`config.mk`:
```
export PLATFORM = sky130hd
export DESIGN_NAME = pc_select
export DESIGN_NICKNAME = d
export VERILOG_FILES = /design/src/rtl/pc_select.sv
export SDC_FILE = /design/constraint.sdc
export NUM_CORES = 1
export LEC_CHECK = 0
export BUFFER_PORTS_ARGS = -buffer_cell sky130_fd_sc_hd__buf_2
export CORE_ASPECT_RATIO = 0.6
export CORE_MARGIN = 10
export CORE_UTILIZATION = 46
export CTS_CLUSTER_SIZE = 12
export DETAILED_ROUTE_END_ITERATION = 7
export PLACE_DENSITY = 0.83
export SETUP_SLACK_MARGIN = 0.05
export SYNTH_ARGS = -nofsm -noshare
export SYNTH_HDL_FRONTEND = slang
export SYNTH_SLANG_ARGS = --single-unit
```
`constraint.sdc`:
```
create_clock -name clk -period 7.1 [get_ports clk]
set_input_delay 0.71 -clock clk [delete_from_list [all_inputs] [get_ports clk]]
set_output_delay 0.71 -clock clk [all_outputs]
set_load 0.005 [all_outputs]
```
`src/rtl/pc_select.sv`:
```
// pc_select: fetch-PC sequencer (predPC/stallF/redirect in, pc/squashF/pending/squash_cnt out), holds pc stable while imem_wait and defers mid-transaction redirects
module pc_select #(
  parameter logic [63:0] PCINIT = 64'h8000_0000,
  parameter int CNT_W = 32
) (
  input  logic             clk,
  input  logic             reset,
  input  logic [63:0]      predPC,
  input  logic             imem_wait,
  input  logic             stallF,
  input  logic             redirect_valid,
  input  logic [63:0]      redirect_pc,
  output logic [63:0]      pc,
  output logic             squashF,
  output logic             pending,
  output logic [CNT_W-1:0] squash_cnt
);
  typedef enum logic {RUN, PEND} state_t;
  state_t state, state_n;
  logic [63:0] pc_q, pc_n, pend_pc, pend_n, red_al;
  logic done, defer;
  assign red_al = redirect_pc & ~64'd3;
  assign done = reset & ~imem_wait;
  assign defer = state == RUN & imem_wait & redirect_valid;
  assign pc = reset ? pc_q : '0;
  assign pending = reset & state == PEND;
  always_comb begin
    squashF = done & (state == PEND | redirect_valid);
    pc_n = !done ? pc_q : state == PEND ? pend_pc : redirect_valid ? red_al : stallF ? pc_q : predPC & ~64'd3;
    pend_n = defer ? red_al : pend_pc;
    state_n = defer ? PEND : done ? RUN : state;
  end
  always_ff @(posedge clk) begin
    if (!reset) begin
      pc_q <= PCINIT & ~64'd3;
      state <= RUN;
      pend_pc <= '0;
      squash_cnt <= '0;
    end else begin
      pc_q <= pc_n;
      state <= state_n;
      pend_pc <= pend_n;
      squash_cnt <= squash_cnt + CNT_W'(squashF);
    end
  end
endmodule

```
==> results.sh <==
export IMPL_grt_pass1_wl_um=34960
export IMPL_cts_max_level=4
export IMPL_r2r_start="state"
export IMPL_cts_resized=0
export IMPL_io_pins=231
export IMPL_yosysSeqAreaShare=0.4363
export IMPL_die_area_mm2=0.02123
export IMPL_cts_hold_buf=0
export IMPL_via_per_inst=5.247
export IMPL_finalHoldViolCount=0
export IMPL_hold_path_depth=2
export IMPL_root_buffer="clkbuf_16"
export IMPL_r2r_end="squash_cnt[30]"
export IMPL_die_w_um=181.6
export IMPL_period_minus_slack_ps=3395
export IMPL_gp_routability_congestion=0.8024
export IMPL_syn_area_mm2=0.007203
export IMPL_drv_slew=0
export IMPL_crit_fanout=68
export IMPL_ys_types=33
export IMPL_p_per_area_mw_per_mm2=231.8
export IMPL_tritoncts_num_buffers=17
export IMPL_setup_slack_ps=3705
export IMPL_syn_area_per_cell_um2=7.696
export IMPL_ys_warn_count=0
export IMPL_hold_class="flop to flop"
export IMPL_start_kind="flop"
export IMPL_holdCritStartpoint="pend_pc[31]"
export IMPL_dr_pass1_iters=5
export IMPL_rsz0062_at_grt="false"
export IMPL_synth_xor_area_share=0.009727
export IMPL_grt_util_all_layers=0.2006
export IMPL_peakVddDrop_mv=0.1375
export IMPL_post_cts_setup_buffers=0
export IMPL_insertion_delay_ps=410
export IMPL_drive_gt1_frac=0.2378
export IMPL_max_freq_mhz=294.6
export IMPL_holdPathEnd="pend_pc[31]"
export IMPL_syn_to_final_growth_pct=23.76
export IMPL_fp_dieH_um=116.9
export IMPL_std_cell_rows=35
export IMPL_ys_ff_latch=157
export IMPL_wl_um=21990
export IMPL_setup_viol=0
export IMPL_worstMarginPinSlew_ps=1126
export IMPL_crit_required_ps=7420
export IMPL_core_mm2=0.01533
export IMPL_dp_hpwl_um=15200
export IMPL_synth_top_cell_area_share=0.4363
export IMPL_clock_sinks=157
export IMPL_path_class="flop to flop"
export IMPL_clk_pin_slew_ps=60
export IMPL_end_kind="flop"
export IMPL_synth_area_leaders="dfxtp_1 44%, nand2_1 10%, a21oi_1 9.9%, mux2i_1 8.9%, and2_1 5.6%"
export IMPL_synth_simple_area_share=0.2489
export IMPL_dpl_worst_slack_ps=3575
export IMPL_yosys_area_top_type="dfxtp_1"
export IMPL_p_leak_nw=3.928
export IMPL_final_cell_mix="223 x buf_2, 200 x nand2_1, 156 x dfxtp_1"
export IMPL_syn_instance_count=936
export IMPL_slew_headroom=0.2496
export IMPL_max_cap_viol_count=0
export IMPL_finClkSkew_ps=14.93
export IMPL_clk_path_buf_depth=2
export IMPL_num_antenna_cells=0
export IMPL_drc_errors=0
export IMPL_vias=6958
export IMPL_ant_nets=0
export IMPL_ff2ff_path_depth=8
export IMPL_drt_iter0_drc=523
export IMPL_initial_core_util=0.4700
export IMPL_antenna_found_initial=0
export IMPL_cp_arrival_ps=3710
export IMPL_cts_tree="yes"
export IMPL_final_common_cell="buf_2"
export IMPL_synthAdderAreaFrac=0.005211
export IMPL_grt_start_max_net_pins=124
export IMPL_placed_cells=1296
export IMPL_wl_per_cell_um=16.59
export IMPL_tns_ps=0
export IMPL_synth_top_family_by_area="simple AND/OR/NAND/NOR gates"
export IMPL_status="finished clean"
export IMPL_final_period_utilization=0.4781
export IMPL_grt_pass1_vias=6886
export IMPL_grt_overflow=0
export IMPL_synth_compound_area_frac=0.1643
export IMPL_nets=1248
export IMPL_reg2reg_slack_ps=3710
export IMPL_port_buffers=224
export IMPL_final_cells=1326
export IMPL_synth_mux_area_fraction=0.08894
cell usage after synthesis:
library cell  count
a211o_1           1
a211oi_1          1
a21oi_1         143
a31oi_1           1
and2_1           65
and4_1            2
and4_2            1
buf_1            11
buf_2             4
buf_4             2
buf_6             2
clkbuf_1         55
conb_1            1
dfxtp_1         157
ha_1              3
inv_1             7
mux2i_1          64
nand2_1         200
nand2b_1          1
nand3_1           9
nand4_1           8
nor2_1           75
nor3_1            2
nor4_1            2
o21ai_0          71
o31ai_1          12
or2_2             1
or3_1             8
or3_2             1
or4_1            17
or4_4             1
xnor2_1           5
xor2_1            3
how the worst max path moves through the flow:
stage	slack, ps	from	endpoint
floorplan	3800	redirect_valid	squash_cnt[18]
global placement	3640	redirect_valid	squash_cnt[16]
detailed placement	3580	redirect_valid	squash_cnt[22]
CTS	3720	state	squash_cnt[22]
global route	3390	state	squash_cnt[30]
finish	3710	state	squash_cnt[30]
routing by layer:
| layer | GRT usage | routed length, um |
|---|---|---|
| met4 | 0.05451 | 194 |
| met2 | 0.3187 | 9761 |
| met1 | 0.2593 | 10240 |
| met3 | 0.06294 | 1800 |
| met5 | 0 | 0 |
state kept, by name (all words and copies together) (netlist names):
signal and cells:
pc_q 62, pend_pc 62, state 1, squash_cnt 32
final cells by class:
cell class | instances | area (um2)
Fill cell | 1400 | 6412
Multi-Input combinational cell | 699 | 3749
Sequential cell | 157 | 3147
Timing Repair Buffer | 230 | 1169
Clock buffer | 18 | 429.2
Tap cell | 203 | 254.0
Clock inverter | 12 | 141.4
Inverter | 7 | 26.28
kinds of logic (layout without fill, tap and decap cells):
group	after synthesis	in the layout
buffers and inverters	81	267
AND/OR/NAND/NOR	393	393
multiplexers	64	64
flip-flops	157	157
AO/OA/AOI/OAI	229	229
adder cells (fa/ha/maj)	3	3
other	1	2
XOR/XNOR	8	8
report_power, final:
part | total [mW] | switching (mW) | internal (mW) | leakage (nW)
sequential | 0.943 | 0.0184 | 0.924 | 1.28
clock | 0.894 | 0.375 | 0.519 | 0.262
combinational | 0.229 | 0.134 | 0.0957 | 2.38
total | 2.07 | 0.527 | 1.54 | 3.93
per-stage QoR:
stage / area, um2 / total power, mW / hold slack (ps) / utilization
final: 8915 / 2.066 / 454.5 / 0.5816
after global routing: 8915 / 2.156 / 469.3 / 0.5816
after CTS: 8915 / 2.085 / 455.0 / 0.5816
after detailed placement: 8344 / 1.192 / 446.5 / 0.5444
after global placement: 8344 / 1.184 / 442.1 / 0.5444
after floorplan: 7207 / 1.095 / 436.4 / -
worst max-delay path, stage by stage (launching register included):
cell     delay, ps
dfxtp_4        810
o21ai_0        310
nor2_1         240
ha_1           220
ha_1           220
nand2_1         60
or4_1          750
or4_1          510
a21oi_1        160
No activity file was read; power rests on OpenSTA's default activity.
